[config.mk]
export PLATFORM = sky130hd
export DESIGN_NAME = alu_op_sequencer
export DESIGN_NICKNAME = d
export VERILOG_FILES = /design/src/rtl/alu_seq_pkg.sv /design/src/rtl/alu_seq_decode.sv /design/src/rtl/alu_op_sequencer.sv
export SDC_FILE = /design/constraint.sdc
export NUM_CORES = 1
export LEC_CHECK = 0
export BUFFER_PORTS_ARGS = -buffer_cell sky130_fd_sc_hd__clkbuf_2
export CAP_MARGIN = 20
export CORE_AREA = 2 2 112 114
export CTS_CLUSTER_DIAMETER = 200
export CTS_CLUSTER_SIZE = 20
export DETAILED_ROUTE_END_ITERATION = 8
export DIE_AREA = 0 0 114 116
export PLACE_DENSITY_LB_ADDON = 0.25
export SLEW_MARGIN = 25
export SYNTH_ARGS = -nofsm -noshare
export SYNTH_HDL_FRONTEND = slang
export SYNTH_SLANG_ARGS = --single-unit
[constraint.sdc]
create_clock -name clk -period 2.1 [get_ports clk]
set_clock_uncertainty 0.1 [all_clocks]
set_input_delay 0.315 -clock clk [delete_from_list [all_inputs] [get_ports clk]]
set_output_delay 0.315 -clock clk [all_outputs]
set_load 0.1 [all_outputs]
[src/rtl/alu_seq_pkg.sv]
// alu_seq_pkg: ALU control codes, ARM opcode and FSM enums, shift-type encodings.
package alu_seq_pkg;
    localparam logic [3:0] ALU_ADD = 4'b0000;
    localparam logic [3:0] ALU_SUB = 4'b0001;
    localparam logic [3:0] ALU_AND = 4'b0010;
    localparam logic [3:0] ALU_OR  = 4'b0011;
    localparam logic [3:0] ALU_XOR = 4'b0100;
    localparam logic [3:0] ALU_SLL = 4'b0101;
    localparam logic [3:0] ALU_SLR = 4'b0110;
    localparam logic [3:0] ALU_SAR = 4'b0111;

    localparam logic [1:0] SH_LSL  = 2'b00;
    localparam logic [1:0] SH_LSR  = 2'b01;
    localparam logic [1:0] SH_ASR  = 2'b10;
    localparam logic [1:0] SH_NONE = 2'b11;

    typedef enum logic [3:0] {
        OP_AND = 4'h0, OP_EOR = 4'h1, OP_SUB = 4'h2, OP_RSB = 4'h3,
        OP_ADD = 4'h4, OP_ADC = 4'h5, OP_SBC = 4'h6, OP_RSC = 4'h7,
        OP_TST = 4'h8, OP_TEQ = 4'h9, OP_CMP = 4'hA, OP_CMN = 4'hB,
        OP_ORR = 4'hC, OP_MOV = 4'hD, OP_BIC = 4'hE, OP_MVN = 4'hF
    } opcode_e;

    typedef enum logic [1:0] {IDLE, SHIFT, EXEC, DONE} state_e;

    function automatic logic is_illegal(input logic [3:0] op);
        return op inside {OP_ADC, OP_SBC, OP_RSC, OP_BIC, OP_MVN};
    endfunction
endpackage

[src/rtl/alu_seq_decode.sv]
// alu_seq_decode: combinational ARM opcode to ALU control/operand-steering decode.
module alu_seq_decode
    import alu_seq_pkg::*;
(
    input  logic [3:0] opcode,
    output logic [3:0] ctrl,
    output logic       swap,
    output logic       zero_a,
    output logic       write,
    output logic       force_flags,
    output logic       illegal
);
    always_comb begin
        ctrl = ALU_ADD;
        swap = 1'b0;
        zero_a = 1'b0;
        write = 1'b0;
        force_flags = 1'b0;
        illegal = is_illegal(opcode);
        case (opcode_e'(opcode))
            OP_AND: begin ctrl = ALU_AND; write = 1'b1; end
            OP_EOR: begin ctrl = ALU_XOR; write = 1'b1; end
            OP_SUB: begin ctrl = ALU_SUB; write = 1'b1; end
            OP_RSB: begin ctrl = ALU_SUB; write = 1'b1; swap = 1'b1; end
            OP_ADD: begin ctrl = ALU_ADD; write = 1'b1; end
            OP_TST: begin ctrl = ALU_AND; force_flags = 1'b1; end
            OP_TEQ: begin ctrl = ALU_XOR; force_flags = 1'b1; end
            OP_CMP: begin ctrl = ALU_SUB; force_flags = 1'b1; end
            OP_CMN: begin ctrl = ALU_ADD; force_flags = 1'b1; end
            OP_ORR: begin ctrl = ALU_OR; write = 1'b1; end
            OP_MOV: begin ctrl = ALU_OR; write = 1'b1; zero_a = 1'b1; end
            default: ;
        endcase
    end
endmodule

[src/rtl/alu_op_sequencer.sv]
// alu_op_sequencer: multi-cycle ARM data-processing front end for a shared ALU (optional N/Z flags: ALU_OP_SEQUENCER_FLAGS_EN).
module alu_op_sequencer
    import alu_seq_pkg::*;
#(
    parameter int N = 32
) (
    input  logic         clk,
    input  logic         rst_n,
    input  logic         req_valid,
    output logic         req_ready,
    input  logic [3:0]   req_opcode,
    input  logic [N-1:0] req_rn,
    input  logic [N-1:0] req_op2,
    input  logic [1:0]   req_shtype,
    input  logic [4:0]   req_shamt,
    input  logic         req_s,
    output logic [N-1:0] alu_a,
    output logic [N-1:0] alu_b,
    output logic [3:0]   alu_ctrl,
    input  logic [N-1:0] alu_y,
    output logic         rsp_valid,
    input  logic         rsp_ready,
    output logic [N-1:0] rsp_result,
    output logic         rsp_write,
    output logic [1:0]   rsp_flags,
    output logic         rsp_illegal
);
    state_e       state;
    logic [3:0]   opcode_q;
    logic [N-1:0] rn_q, op2_q;
    logic [1:0]   shtype_q;
    logic [4:0]   shamt_q;
    logic [3:0]   d_ctrl, shift_ctrl;
    logic         d_swap, d_zero_a, d_write, d_force_flags, d_illegal;
    logic [N-1:0] op_a, op_b;

    alu_seq_decode u_decode (
        .opcode      (opcode_q),
        .ctrl        (d_ctrl),
        .swap        (d_swap),
        .zero_a      (d_zero_a),
        .write       (d_write),
        .force_flags (d_force_flags),
        .illegal     (d_illegal)
    );

    assign op_a = d_zero_a ? '0 : d_swap ? op2_q : rn_q;
    assign op_b = d_swap ? rn_q : op2_q;
    assign shift_ctrl = shtype_q == SH_LSL ? ALU_SLL : shtype_q == SH_LSR ? ALU_SLR : ALU_SAR;

    always_comb begin
        alu_a = state == SHIFT ? op2_q : state == EXEC ? op_a : '0;
        alu_b = state == SHIFT ? {{(N-5){1'b0}}, shamt_q} : state == EXEC ? op_b : '0;
        alu_ctrl = state == SHIFT ? shift_ctrl : state == EXEC ? d_ctrl : ALU_ADD;
    end

    always_ff @(posedge clk or negedge rst_n) begin
        if (!rst_n) begin
            state <= IDLE;
            req_ready <= 1'b1;
            rsp_valid <= 1'b0;
            rsp_result <= '0;
            rsp_write <= 1'b0;
            rsp_illegal <= 1'b0;
            opcode_q <= '0;
            rn_q <= '0;
            op2_q <= '0;
            shtype_q <= SH_NONE;
            shamt_q <= '0;
        end else begin
            case (state)
                IDLE: if (req_valid && req_ready) begin
                    opcode_q <= req_opcode;
                    rn_q <= req_rn;
                    op2_q <= req_op2;
                    shtype_q <= req_shtype;
                    shamt_q <= req_shamt;
                    req_ready <= 1'b0;
                    if (is_illegal(req_opcode)) begin
                        state <= DONE;
                        rsp_valid <= 1'b1;
                        rsp_illegal <= 1'b1;
                    end else begin
                        state <= (req_shtype != SH_NONE && req_shamt != 5'd0) ? SHIFT : EXEC;
                    end
                end
                SHIFT: begin
                    op2_q <= alu_y;
                    state <= EXEC;
                end
                EXEC: begin
                    rsp_result <= alu_y;
                    rsp_write <= d_write;
                    rsp_illegal <= d_illegal;
                    rsp_valid <= 1'b1;
                    state <= DONE;
                end
                DONE: if (rsp_ready) begin
                    state <= IDLE;
                    req_ready <= 1'b1;
                    rsp_valid <= 1'b0;
                    rsp_result <= '0;
                    rsp_write <= 1'b0;
                    rsp_illegal <= 1'b0;
                end
            endcase
        end
    end

`ifdef ALU_OP_SEQUENCER_FLAGS_EN
    logic       s_q;
    logic [1:0] flags_q;

    always_ff @(posedge clk or negedge rst_n) begin
        if (!rst_n) begin
            s_q <= 1'b0;
            flags_q <= 2'b00;
        end else if (state == IDLE && req_valid && req_ready) begin
            s_q <= req_s;
        end else if (state == EXEC) begin
            flags_q <= (s_q || d_force_flags) ? {alu_y[N-1], alu_y == '0} : 2'b00;
        end else if (state == DONE && rsp_ready) begin
            flags_q <= 2'b00;
        end
    end

    assign rsp_flags = flags_q;
`else
    logic unused_flags;
    assign unused_flags = ^{req_s, d_force_flags};
    assign rsp_flags = 2'b00;
`endif
endmodule

# After elaboration in Yosys (flattened, before gate mapping)

Cells that the tools add are included.

Output and inout port bits: 106
Input bits: 112
Bits in registers: 113
Logic and storage cells: 94

Eq/ne operators: 27
Mux-type cells: 33
Reduce and logical (&&, ||, !) cells: 23

Operators by type and width:

| kind                                                 | number |
|---|---|
| 2-to-1 mux 32 bit                                    | 9 |
| case mux 32 bit (2 select lines)                     | 2 |
| equality test 4 bit (second input constant)          | 9 |
| equality test 4 x 3 -> 1 bit (second input constant) | 7 |
| nonzero test 5 bit                                   | 3 |
| case mux 3 bit (4 select lines)                      | 1 |
| 2-to-1 mux 2 bit                                     | 5 |
| 2-to-1 mux 1 bit                                     | 9 |
| equality test 4 x 2 -> 1 bit (second input constant) | 2 |
| 2-to-1 mux 4 bit                                     | 2 |
| != test 2 bit (second input constant)                | 4 |
| case mux 2 bit (4 select lines)                      | 1 |
| AND reduction 2 bit                                  | 4 |
| OR reduction 7 bit                                   | 1 |
| case mux 1 bit (3 select lines)                      | 2 |
| nonzero test 2 bit                                   | 3 |
| OR reduction 2 bit                                   | 3 |
| equality test 2 x 1 -> 1 bit (second input constant) | 2 |
| equality test 2 bit (second input constant)          | 2 |
| equality test 4 x 1 -> 1 bit (second input constant) | 1 |
| zero test 2 bit                                      | 2 |
| zero test 4 bit                                      | 1 |
| case mux 1 bit (2 select lines)                      | 2 |
| AND reduction 4 bit                                  | 1 |
| other kinds (4)                                      | 5 |

# Longest topological paths before layout

Depth in word-level cells: 6
Depth in mapped cells: 8
Depth with buffers taken out: 6

# Modules after synthesis

From an unflattened synthesis, not the netlist that was laid out.

Cell total of the unflattened synthesis: 569
Area, all modules: 5,791.8 µm²

Modules (own cells, without submodules):

| module           | sequential area each (µm²) | area each (µm²) | cells an instance | instances |
|---|---|---|---|---|
| alu_op_sequencer | 2,831.5                    | 5,688.0         | 553               | 1 |
| alu_seq_decode   | 0.0                        | 103.8           | 16                | 1 |

# Worst setup path before layout

Ideal clock, no wire load.

Path type: reg2out
From: register state[0]
To: output alu_ctrl[1]
Required time: 1.685 ns
Stages on the path, launching flop included: 7
Buffers on the path: 1
Setup slack: -1.593 ns
Arrival: 3.278 ns
Path through: dfrtp_1 > inv_1 > ha_1 > clkbuf_1 > nor2b_1 > nand2_1 > o21ai_0

Cells in the longest elaborated chain, start to end: 3
Elaborated cells on any way between the ends: 4
Classes of those cells: eq/ne: 2; mux: 2

RTL lines:

| item                   | RTL line               | RTL |
|---|---|---|
| from (decl)            | alu_op_sequencer.sv:28 | `state_e state;` |
| from (signal assigned) | alu_op_sequencer.sv:84 | `state <= (req_shtype != SH_NONE && req_shamt != 5'd0) ? SHIFT : EXEC;` |
| equality test 2 bit    | alu_op_sequencer.sv:54 | `alu_ctrl = state == SHIFT ? shift_ctrl : state == EXEC ? d_ctrl : ALU_ADD;` |
| 2-to-1 mux 4 bit       | alu_op_sequencer.sv:54 |  |
| 2-to-1 mux 4 bit *     | alu_op_sequencer.sv:54 |  |
| to (decl)              | alu_op_sequencer.sv:19 | `output logic [3:0] alu_ctrl,` |

Every way passes the cells marked *; elsewhere a longest branch is shown, timed or not.

# Final worst setup path

From: register opcode_q[3]
To: output alu_a[31]

Cells in the longest elaborated chain, start to end: 6
Elaborated cells on any way between the ends: 8
Classes of those cells: eq/ne: 2; mux: 6

RTL lines:

| item                             | RTL line               | RTL |
|---|---|---|
| from (decl)                      | alu_op_sequencer.sv:29 | `logic [3:0] opcode_q;` |
| from (signal assigned)           | alu_op_sequencer.sv:73 | `opcode_q <= req_opcode;` |
| equality test 4 x 2 -> 1 bit     | alu_seq_decode.sv:20   | `case (opcode_e'(opcode))` |
| 2-to-1 mux 1 bit                 | alu_seq_decode.sv:20   |  |
| 2-to-1 mux 32 bit                | alu_op_sequencer.sv:47 | `assign op_a = d_zero_a ? '0 : d_swap ? op2_q : rn_q;` |
| 2-to-1 mux 32 bit *              | alu_op_sequencer.sv:47 |  |
| 2-to-1 mux 32 bit * (2 in a row) | alu_op_sequencer.sv:52 | `alu_a = state == SHIFT ? op2_q : state == EXEC ? op_a : '0;` |
| to (decl)                        | alu_op_sequencer.sv:17 | `output logic [N-1:0] alu_a,` |

Marks and branches as above.

==> impl_metrics.json <==
{
  "relSlewSlack_pct": 55.3,
  "die_h_um": 116,
  "synth-simple-area-share_pct": 20.7,
  "crit_arrival_ps": 2060,
  "end_kind": "primary output",
  "setup_ws_ps": -373,
  "synth_flop_cell": "dfrtp_1",
  "min_period_ps": 2470,
  "drtAntennaViolNets": 0,
  "grt_pass1_vias": 6743,
  "syn_inst": 661,
  "firstDrtPassIters": 5,
  "layout_commonest_cell": "nand2_1",
  "dr_wl_met3_um": 2170,
  "core_region_area_um2": 11900,
  "drc": 0,
  "post-route-period-util_pct": 118,
  "routed_via_density": 6.07,
  "synth_edf_count": 0,
  "worstSetupStartpointType": "flip-flop",
  "antenna_found_initial": 0,
  "path_max_fanout": 22,
  "ys_ff_latch": 113,
  "num_vias": 6467,
  "area.growth.synth_to_final_pct": 78.6,
  "violations": "negative setup slack",
  "hold_depth": 2,
  "routed_wl_um": 25000,
  "grt_pass1_wl_um": 35500,
  "ys_warn_count": 0,
  "netlist-cell-type-count": 37,
  "cts_tree": "built",
  "muxShareOfSynthArea_pct": 14.8,
  "cts_buffer_depth": 2,
  "ys_async_sr_fraction_pct": 100,
  "top_layer_used": "met4",
  "status": "finished, violations left",
  "fmax_ghz": 0.404,
  "portBuffers": 213,
  "post_drt_wl_per_cell_um": 23.4,
  "r2r_end": "rsp_illegal",
  "multi_input_area_um2": 3810,
  "num_io_pins": 218,
  "seqCellArea_um2": 2830,
  "synthAdderAreaFrac_pct": 1.06,
  "hold_start": "req_rn[23]",
  "final_cell_mix": "154 x nand2_1, 145 x clkbuf_2, 108 x dfrtp_1, 77 x buf_12, 61 x a21oi_4",
  "maxCapViolCount": 0,
  "r2r_setup_slack_ps": 10,
  "clkTransAtPathRegs_ps": 60,
  "synth_top_family_by_area": "simple AND/OR/NAND/NOR gates",
  "synthXorXnorAreaFrac_pct": 0,
  "wl_met2_um": 12800,
  "htreeDepth": 4,
  "clock_sinks": 113,
  "setup_viol": 67,
  "drt_iter0_drc": 595,
  "numCtsBuffers": 17,
  "row_count": 40,
  "avgSynthCellArea_um2": 8.93,
  "synth_area_um2": 5900,
  "critical_path_class": "flip-flop to primary output",
  "num_antenna_cells": 0,
  "insertion_delay_ps": 410,
  "synth-compound-area-share_pct": 10.6,
  "drive_above_1_share_pct": 48.3,
  "pre_cts_ws_ps": 8.65,
  "rr_startpoint": "state[0]",
  "dpl_cell_area_um2": 9120,
  "cts_root_buf": "clkbuf_16",
  "cp.required_ps": 1680,
  "die_area_um2": 13200,
  "hold_viol": 0,
  "rsz0062_at_grt": "true",
  "grtUsageTotal_pct": 35.5,
  "fillers": 505,
  "wl_met1_um": 8570,
  "worstRegToRegCells": 8,
  "grt_max_degree": 114,
  "final_area_um2": 10500,
  "hpwl_um": 14400,
  "ys_seq_area_share_pct": 48.0,
  "start_util_pct": 49.6,
  "die_w_um": 114,
  "min_to": "rn_q[23]",
  "max_slew.worst_pin.slew_ps": 670,
  "slew_viol_final": 0,
  "grt.overflow.total": 0,
  "routabilityCongestion": 0.885,
  "hp-class": "input pin to flip-flop",
  "num-nets-final": 1023
}
[routing by layer]
metal / vias to the layer above / GRT usage (%)
met4: 0 / 16.6
met1: 3133 / 40.1
met5: - / 0
met3: 132 / 10.8
met2: 480 / 61.9
li1: 2722 / -
[repair_timing]
| action | CTS | global route |
|---|---|---|
| cloned | 5 | 6 |
| endpoints found under the hold margin | 111 | 0 |
| gates resized for setup | 57 | 28 |
| setup buffers | 15 | 3 |
| pin swaps | 8 | 9 |
| endpoints found under the setup margin | 67 | 69 |
| hold buffers | 2 | 0 |
[cells by family (layout without fill, tap and decap cells)]
family	count (synthesis)	in the layout
flops	113	113
buf+inv	58	314
mux	82	82
other cells	1	3
compound gates	121	121
simple gates	281	281
fa+ha+maj	5	5
[metrics by stage]
step | TNS [ps] | cells | hold slack (ps) | utilization, %
6_report | -20960 | 1066 | 15.3 | 88.5
3_3_place_gp | 0 | 1005 | 345 | 76.6
2_1_floorplan | -4220 | 663 | -80.6 | -
5_1_grt | -23580 | 1066 | 13.6 | 88.5
4_1_cts | -18190 | 1058 | 1.89 | 86.4
3_5_place_dp | 0 | 1005 | 353 | 76.6
[cell type report]
type	instances	share of cell area [%]
Clock buffer	22	4.59
Clock inverter	10	1.92
Inverter	7	0.344
Multi-Input combinational cell	492	36.2
Sequential cell	113	26.9
Tap cell	147	1.74
Timing Repair Buffer	275	28.3
[critical path, stage by stage, from the launching register on]
cell and delay [ps]:
dfrtp_1 390, and4bb_4 400, or2_4 160, buf_12 170, nand2_1 120, a21oi_4 190
buf_12 190
[cells in the mapped netlist, drive strengths merged, types with 2 or more instances]
| master | n | area share [%] |
|---|---|---|
| nand2 | 197 | 13 |
| dfrtp | 110 | 47 |
| a21oi | 98 | 8.3 |
| mux2 | 44 | 8.4 |
| mux2i | 38 | 6.4 |
| nor2 | 37 | 2.4 |
| nand3b | 32 | 4.1 |
| buf | 28 | 2.8 |
| clkbuf | 23 | 1.5 |
| o21ai | 12 | 1.1 |
| inv | 7 | 0.45 |
| a31oi | 6 | 0.64 |
| ha | 5 | 1.1 |
| nor2b | 4 | 0.42 |
| dfstp | 3 | 1.3 |
| nand3 | 2 | 0.17 |
| o22ai | 2 | 0.21 |
| or2 | 2 | 0.21 |
| or3 | 2 | 0.21 |
[worst max path at each step]
stage                            from        end  slack [ps]
after global placement       state[1]   alu_a[0]          60
after floorplan           opcode_q[3]  alu_a[10]         -90
after global routing      opcode_q[3]  alu_a[16]        -420
final                     opcode_q[3]  alu_a[31]        -370
after CTS                 opcode_q[2]   alu_a[4]        -330
after detailed placement     state[1]  alu_a[31]           9
[sequential cells by signal, summed over array words and instances, names as in the netlist]
signal       flops
rsp_valid        1
rsp_illegal      1
shamt_q          5
rn_q            32
state            2
op2_q           32
rsp_result      32
shtype_q         2
rsp_write        1
opcode_q         4
req_ready        1
Power is left out: the tool's default activity adds up to more than one toggle a clock period on the data nets, which glitch-free logic cannot reach.
